`config.mk`:
```
export PLATFORM = sky130hd
export DESIGN_NAME = write_back_unit
export DESIGN_NICKNAME = d
export VERILOG_FILES = /design/src/rtl/write_back_unit.sv
export SDC_FILE = /design/constraint.sdc
export NUM_CORES = 1
export LEC_CHECK = 0
export ABC_AREA = 1
export BUFFER_PORTS_ARGS = -buffer_cell sky130_fd_sc_hd__clkbuf_2
export CAP_MARGIN = 20
export CORE_UTILIZATION = 53
export DETAILED_ROUTE_END_ITERATION = 7
export GPL_TIMING_DRIVEN = 0
export PLACE_DENSITY_LB_ADDON = 0.05
export SLEW_MARGIN = 20
export SYNTH_ARGS = -nofsm -noshare
export SYNTH_HDL_FRONTEND = slang
export SYNTH_SLANG_ARGS = --single-unit
export TNS_END_PERCENT = 1
```
`constraint.sdc`:
```
create_clock -name clk -period 4.5 [get_ports clk]
set_clock_uncertainty 0.1 [all_clocks]
set_input_delay 0.675 -clock clk [delete_from_list [all_inputs] [get_ports clk]]
set_output_delay 0.675 -clock clk [all_outputs]
set_load 0.01 [all_outputs]
```
`src/rtl/write_back_unit.sv`:
```
// Registered write-back stage: selects the ALU or load result, formats load lanes, and stalls
// while a load waits for memory. The register-file and flag writes appear one cycle later.
module write_back_unit #(
  parameter int unsigned DATA_W = 32,
  parameter int unsigned REG_AW = 4,
  parameter int unsigned FLAG_W = 4,
  parameter int unsigned OFF_W  = 2
) (
  input  logic              clk,
  input  logic              reset,
  input  logic              in_valid,
  output logic              in_ready,
  input  logic [DATA_W-1:0] alu_in,
  input  logic [DATA_W-1:0] data_in,
  input  logic              mem_enable,
  input  logic              mem_ready,
  input  logic [1:0]        ld_size,
  input  logic              ld_signed,
  input  logic [OFF_W-1:0]  addr_lo,
  input  logic [REG_AW-1:0] Rd_in,
  input  logic              w_en,
  input  logic              s_in,
  input  logic [FLAG_W-1:0] cpsr_in,
  output logic [DATA_W-1:0] result,
  output logic [REG_AW-1:0] Rd,
  output logic              write,
  output logic [FLAG_W-1:0] flags,
  output logic              flags_write,
  output logic              fwd_valid,
  output logic              stall
);

  typedef enum logic [0:0] {StRun, StWait} state_e;

  state_e              state_q, state_d;
  logic [DATA_W-1:0]   result_q, result_d;
  logic [REG_AW-1:0]   rd_q, rd_d;
  logic                write_q, write_d;
  logic [FLAG_W-1:0]   flags_q, flags_d;
  logic                flags_write_q, flags_write_d;

  // Op captured while its load data is outstanding.
  logic [REG_AW-1:0]   hold_rd_q, hold_rd_d;
  logic                hold_wen_q, hold_wen_d;
  logic                hold_s_q, hold_s_d;
  logic [FLAG_W-1:0]   hold_cpsr_q, hold_cpsr_d;
  logic [1:0]          hold_size_q, hold_size_d;
  logic                hold_signed_q, hold_signed_d;
  logic [OFF_W-1:0]    hold_off_q, hold_off_d;

  // Load formatter, fed from the live inputs in RUN and from the hold registers in WAIT.
  logic [1:0]          f_size;
  logic                f_signed;
  logic [OFF_W-1:0]    f_off;
  logic [OFF_W-1:0]    f_off_al;
  logic [OFF_W+2:0]    f_shamt;
  logic [DATA_W-1:0]   f_mask;
  logic [DATA_W-1:0]   f_shifted;
  logic                f_msb;
  logic [DATA_W-1:0]   f_data;

  always_comb begin
    f_size   = (state_q == StWait) ? hold_size_q   : ld_size;
    f_signed = (state_q == StWait) ? hold_signed_q : ld_signed;
    f_off    = (state_q == StWait) ? hold_off_q    : addr_lo;
    f_off_al = '0;
    f_mask   = '1;
    case (f_size)
      2'b00: begin
        f_off_al = f_off;
        f_mask   = DATA_W'(64'hFF);
      end
      2'b01: begin
        f_off_al = f_off & ~OFF_W'(1);
        f_mask   = DATA_W'(64'hFFFF);
      end
      2'b10: begin
        f_off_al = f_off & ~OFF_W'(3);
        f_mask   = DATA_W'(64'hFFFF_FFFF);
      end
      default: begin
        f_off_al = '0;
        f_mask   = '1;
      end
    endcase
    f_shamt   = {f_off_al, 3'b000};
    f_shifted = data_in >> f_shamt;
    // Top set bit of the mask marks the lane MSB.
    f_msb     = |(f_shifted & (f_mask ^ (f_mask >> 1)));
    f_data    = (f_signed && f_msb) ? (f_shifted | ~f_mask) : (f_shifted & f_mask);
  end

  always_comb begin
    state_d       = state_q;
    result_d      = result_q;
    rd_d          = rd_q;
    write_d       = 1'b0;
    flags_d       = flags_q;
    flags_write_d = 1'b0;
    hold_rd_d     = hold_rd_q;
    hold_wen_d    = hold_wen_q;
    hold_s_d      = hold_s_q;
    hold_cpsr_d   = hold_cpsr_q;
    hold_size_d   = hold_size_q;
    hold_signed_d = hold_signed_q;
    hold_off_d    = hold_off_q;

    case (state_q)
      StRun: begin
        if (in_valid) begin
          if (mem_enable && !mem_ready) begin
            hold_rd_d     = Rd_in;
            hold_wen_d    = w_en;
            hold_s_d      = s_in;
            hold_cpsr_d   = cpsr_in;
            hold_size_d   = ld_size;
            hold_signed_d = ld_signed;
            hold_off_d    = addr_lo;
            state_d       = StWait;
          end else begin
            result_d      = mem_enable ? f_data : alu_in;
            rd_d          = Rd_in;
            write_d       = w_en;
            flags_write_d = s_in;
            if (s_in) flags_d = cpsr_in;
          end
        end
      end
      StWait: begin
        if (mem_ready) begin
          result_d      = f_data;
          rd_d          = hold_rd_q;
          write_d       = hold_wen_q;
          flags_write_d = hold_s_q;
          if (hold_s_q) flags_d = hold_cpsr_q;
          state_d       = StRun;
        end
      end
      default: state_d = StRun;
    endcase
  end

  always_ff @(posedge clk) begin
    if (reset) begin
      state_q       <= StRun;
      result_q      <= '0;
      rd_q          <= '0;
      write_q       <= 1'b0;
      flags_q       <= '0;
      flags_write_q <= 1'b0;
      hold_rd_q     <= '0;
      hold_wen_q    <= 1'b0;
      hold_s_q      <= 1'b0;
      hold_cpsr_q   <= '0;
      hold_size_q   <= 2'b00;
      hold_signed_q <= 1'b0;
      hold_off_q    <= '0;
    end else begin
      state_q       <= state_d;
      result_q      <= result_d;
      rd_q          <= rd_d;
      write_q       <= write_d;
      flags_q       <= flags_d;
      flags_write_q <= flags_write_d;
      hold_rd_q     <= hold_rd_d;
      hold_wen_q    <= hold_wen_d;
      hold_s_q      <= hold_s_d;
      hold_cpsr_q   <= hold_cpsr_d;
      hold_size_q   <= hold_size_d;
      hold_signed_q <= hold_signed_d;
      hold_off_q    <= hold_off_d;
    end
  end

  assign in_ready    = (state_q == StRun);
  assign stall       = ~in_ready;
  assign result      = result_q;
  assign Rd          = rd_q;
  assign write       = write_q;
  assign flags       = flags_q;
  assign flags_write = flags_write_q;
  assign fwd_valid   = write_q;

endmodule

```
# == Yosys cells after proc, flatten, opt, wreduce, memory -nomap -nowiden ==
# Index checks and enable logic that the tools add are counted.
# word_totals
out_inout_bits,45
reg_bits,58
word_cells,67
# op_classes
shifts,1
n_eq_ne,6
n_mux,33
bitwise,6
reduce_logical,8
# op_table
cell,count
$mux W32,5
$pmux W32 S2,2
$and A32 B32 Y32,2
$mux W4,8
$not A32 Y32,1
$or A32 B32 Y32,1
$reduce_or A32 Y1,1
$shr A32 B5 Y32,1
$xor A32 B31 Y32,1
$pmux W4 S2,2
$mux W1,10
$ne A2 B2 Y1 const B,3
$pmux W1 S2,3
$reduce_and A3 Y1,2
$reduce_and A5 Y1,1
$mux W2,2
$ne A2 B1 Y1 const B,2
$pmux W2 S2,1
$eq A2 B1 Y1 const B,1
$logic_and A1 B1 Y1,2
$logic_not A2 Y1,1
$logic_not A1 Y1,1
$not A1 Y1,1

# == Depth between registers and ports, before layout ==
# depth
word_depth,12
ltp_mapped,15
mapped_depth_nobuf,13

# == Worst setup path after synthesis ==
# Ideal clock, no wire load.
# synth_timing
kind,input -> register
start,input port ld_size[1]
end,register result_q[30] (netlist: result[30])
arrival_ns,1.741
path_stages,13
path_slack_ns,2.527
path_buffers,1
setup_time_ns,0.132
cell_sequence,inv_1 -> nand2_2 -> nand2_4 -> nand3_2 -> nand2_1 -> nand3_1 -> nand3_1 -> nand3_2 -> nand3_4 -> buf_6 -> nand2_1 -> nand2_1 -> a21oi_1
# synth_via
elab_chain_cells,12
# synth_rtl
item,line_no,source
"start, declared",17,"input logic [1:0] ld_size,"
$mux W2 (*),63,f_size = (state_q == StWait) ? hold_size_q : ld_size;
$eq A2 B1 Y1 / $logic_not A2 Y1 (equally long branches),68,case (f_size)
$pmux W2 S2 / $pmux W32 S2 (equally long branches),68,
$shr A32 B5 Y32 / $xor A32 B31 Y32 (equally long branches),"87, 89",
$and A32 B32 Y32,89,f_msb = |(f_shifted & (f_mask ^ (f_mask >> 1)));
$reduce_or A32 Y1,89,
$logic_and A1 B1 Y1,90,f_data = (f_signed && f_msb) ? (f_shifted | ~f_mask) : (f_shifted & f_mask);
$mux W32 (*),90,
$mux W32,121,result_d = mem_enable ? f_data : alu_in;
$mux W32,111,if (mem_enable && !mem_ready) begin
$mux W32,110,if (in_valid) begin
$pmux W32 S2 (*),108,case (state_q)
"end signal, assigned",160,result_q <= result_d;
"end, declared",36,"logic [DATA_W-1:0] result_q, result_d;"
# Every way passes the cells marked *; elsewhere a longest branch is shown, timed or not. The select of a mux whose other input is x is not followed.
# A chain may end at the register's enable or synchronous reset.

# == Final worst setup path ==
# layout_timing
start,register state_q (netlist: stall)
end,output port in_ready
# layout_via
elab_chain_cells,1
# layout_rtl
item,line_no,source
"start, declared",35,"state_e state_q, state_d;"
"start signal, assigned",145,state_q <= StRun;
"start signal, assigned",159,state_q <= state_d;
$not A1 Y1 (no source line),--,
"end, declared",12,"output logic in_ready,"
# No other way between the ends.

==> metrics.md <==
| Metric | Value |
|---|---|
| M2 GR Usage | 54.8% |
| H-tree depth | 3 |
| Vias per cell | 5.26 |
| Max Root-Sink Buffers | 2 |
| Post-route minimum period | 2.31 ns |
| Leakage | 2.17 nW |
| I/O pin count | 129 |
| Max Cap Viol | 0 |
| Hold Vio Cnt, Final | 0 |
| Relative slew slack | 58.4% |
| Die area | 6420 µm² |
| Syn_area_per_cell | 6.20 µm² |
| Post CTS Setup Buffer Count | 0 |
| GP Congestion | 0.880 |
| P&R area growth vs syn | 29.3% |
| Endpoints failing setup | 0 |
| CP Capture Type | output port |
| GRT Max-Usage Layer | met2 |
| Setup TNS | 0 ns |
| Most common cell in the synthesized netlist | nand2_1 |
| Die Y | 80.1 µm |
| Rows | 28 |
| Final setup margin | 2.19 ns |
| GRT Total Usage | 31.9% |
| Area contributors post-synth | dfxtp_1 (36%), nand2_1 (14%), nor2_1 (11%), o21ai_0 (11%), a21oi_1 (9.0%) |
| RSZ-0062 raised after global routing | false |
| R2r setup slk | 2.30 ns |
| Crit start category | flip-flop |
| Initial antenna violation count | 0 |
| Period utilisation layout | 51.4% |
| Synth Instances | 522 |
| Run status | completed |
| Pwr/cell area | 345 nW/µm² |
| Post-DP HPWL | 7.26 mm |
| Mapped cell area | 3230 µm² |
| Fmax | 0.432 GHz |
| Cts hold-fix bufs | 0 |
| Pre-antenna DRT Iters | 6 |
| Post-cts sizing count | 0 |
| DRC errors left | 0 |
| First-pass GRT wire length | 15.8 mm |
| HP Class | flip-flop to flip-flop |
| Mean routed wirelength per cell | 13.2 µm |
| Number of global-route vias before repair | 3561 |
| Port Buffers | 127 |
| Critical path data required time | 3.72 ns |
| GR Util met1 | 37.7% |
| Initial Utilization | 54.6% |
| Pre-CTS setup slack | 2.05 ns |
| Post-synth top cells | nand2_1 (124), nor2_1 (96), o21ai_0 (71) |
| CTS Root Cell | clkbuf_8 |
| Clk Latency, worst-skew pair | 0.34 ns |
| Synth cell types | 23 |
| Arr. time, crit path | 1.54 ns |
| Pin count of the biggest net entering global routing | 11 |
| Max FO, Critical Path | 10 |
| Async set or reset register ratio after synthesis | 0% |
| Initial drt markers | 346 |
| Post-synth EDFFs | 0 |
| Final net count | 744 |
| Total grt overflow | 0 |
| Clk sink count | 58 |
| Yosys warns | 0 |
| Routed WL | 9.77 mm |
| Post-DRT Antenna Nets | 0 |
| Final core utilization | 70.6% |
| Yosys top cell area share | 35.9% |
| Clock Pin Slew Worst Setup and Hold Paths | 0.07 ns |
| Core Area | 5920 µm² |
| Top FF cell, synth | dfxtp_1 |
| Least-Margin Pin Slew | 0.620 ns |
| Vias | 3890 |
| Total CTS buffers | 9 |
| Met3 Usage GRT | 6.59% |
| Fin. max-slew vios | 0 |
| Die X-Extent | 80.1 µm |
| CTS tree | yes |
| Crit Path Category | flip-flop to output port |
| Synthesized flop and latch total | 58 |
| Post-synth top area cell | dfxtp_1 |
| Antenna cells | 0 |
| Syn Nets | 606 |
| Layout cells sized above 1 | 25.0% |
| Peak supply drop | 0.262 mV |
| Seq/Total Area, Yosys | 35.9% |
[sequential cells by signal (all words and copies together) (netlist names)]
name,flops
hold_signed_q,1
hold_rd_q,4
flags,4
hold_cpsr_q,4
hold_off_q,2
hold_size_q,2
hold_s_q,1
stall,1
hold_wen_q,1
flags_write,1
result,32
Rd,4
fwd_valid,1
[critical path: stages, from the launching register on]
cell and delay (ns):
dfxtp_1 0.32, buf_6 0.14, inv_4 0.10, clkbuf_1 0.42, clkbuf_2 0.22
[where the power goes]
group	internal (mW)	total (mW)	leakage, nW	switching [mW]
Sequential	0.552	0.571	0.477	0.0185
Clock	0.325	0.543	0.109	0.218
Combinational	0.126	0.328	1.58	0.202
Total	1.00	1.44	2.17	0.439
[through the flow]
step                      area [µm²]  hold WS [ns]  instances  total power [mW]
after floorplan                 3230         0.345        522             0.781
final                           4180         0.362        740              1.44
after global routing            4180         0.386        740              1.51
after global placement          3960         0.351        724             0.900
after CTS                       4180         0.365        740              1.44
after detailed placement        3960         0.354        724             0.905
[routing by layer]
layer | wire [µm] | up-vias
met4 | 282 | 0
met5 | 0 | -
li1 | - | 1957
met3 | 591 | 31
met1 | 4170 | 1757
met2 | 4730 | 145
[final timing paths]
path,from,endpoint,cells after the start
setup / recovery,stall,in_ready,4
hold / removal,result[14],result[14],2
setup reg to reg,stall,result[21],12
hold reg to reg,result[14],result[14],2
[cell usage in the layout (no fill, tap or decap), types with 2 or more instances in the layout]
master / synthesis / layout
clkbuf_2: 0 / 127
nand2_1: 124 / 124
nor2_1: 96 / 96
o21ai_0: 71 / 71
dfxtp_1: 58 / 58
a21oi_1: 58 / 58
inv_1: 36 / 36
clkbuf_1: 23 / 24
nand3_1: 12 / 12
clkbuf_8: 0 / 10
a31oi_1: 8 / 8
o21a_1: 6 / 6
buf_2: 5 / 5
nand2_2: 4 / 4
buf_6: 3 / 3
nand2_4: 3 / 3
inv_2: 3 / 3
nand3_2: 3 / 3
nand4_1: 2 / 2
buf_1: 2 / 2
bufinv_16: 0 / 2
clkinv_2: 0 / 2
[layout make-up]
class | count | area (µm²)
Tap cell | 75 | 93.8
Multi-Input combinational cell | 390 | 1760
Timing Repair Buffer | 127 | 636
Sequential cell | 58 | 1160
Buffer | 34 | 160
Clock inverter | 5 | 77.6
Clock buffer | 11 | 141
Inverter | 40 | 153
Fill cell | 555 | 1740
[cell families after synthesis]
family	after synthesis	share of synthesized area (%)
AOI/OAI and AO/OA	144	23.1
buffers and inverters	74	9.67
DFF	58	35.9
muxes	1	0.309
and+or+nand+nor	245	31.1
Note: power is estimated with default switching activity, not from simulation.
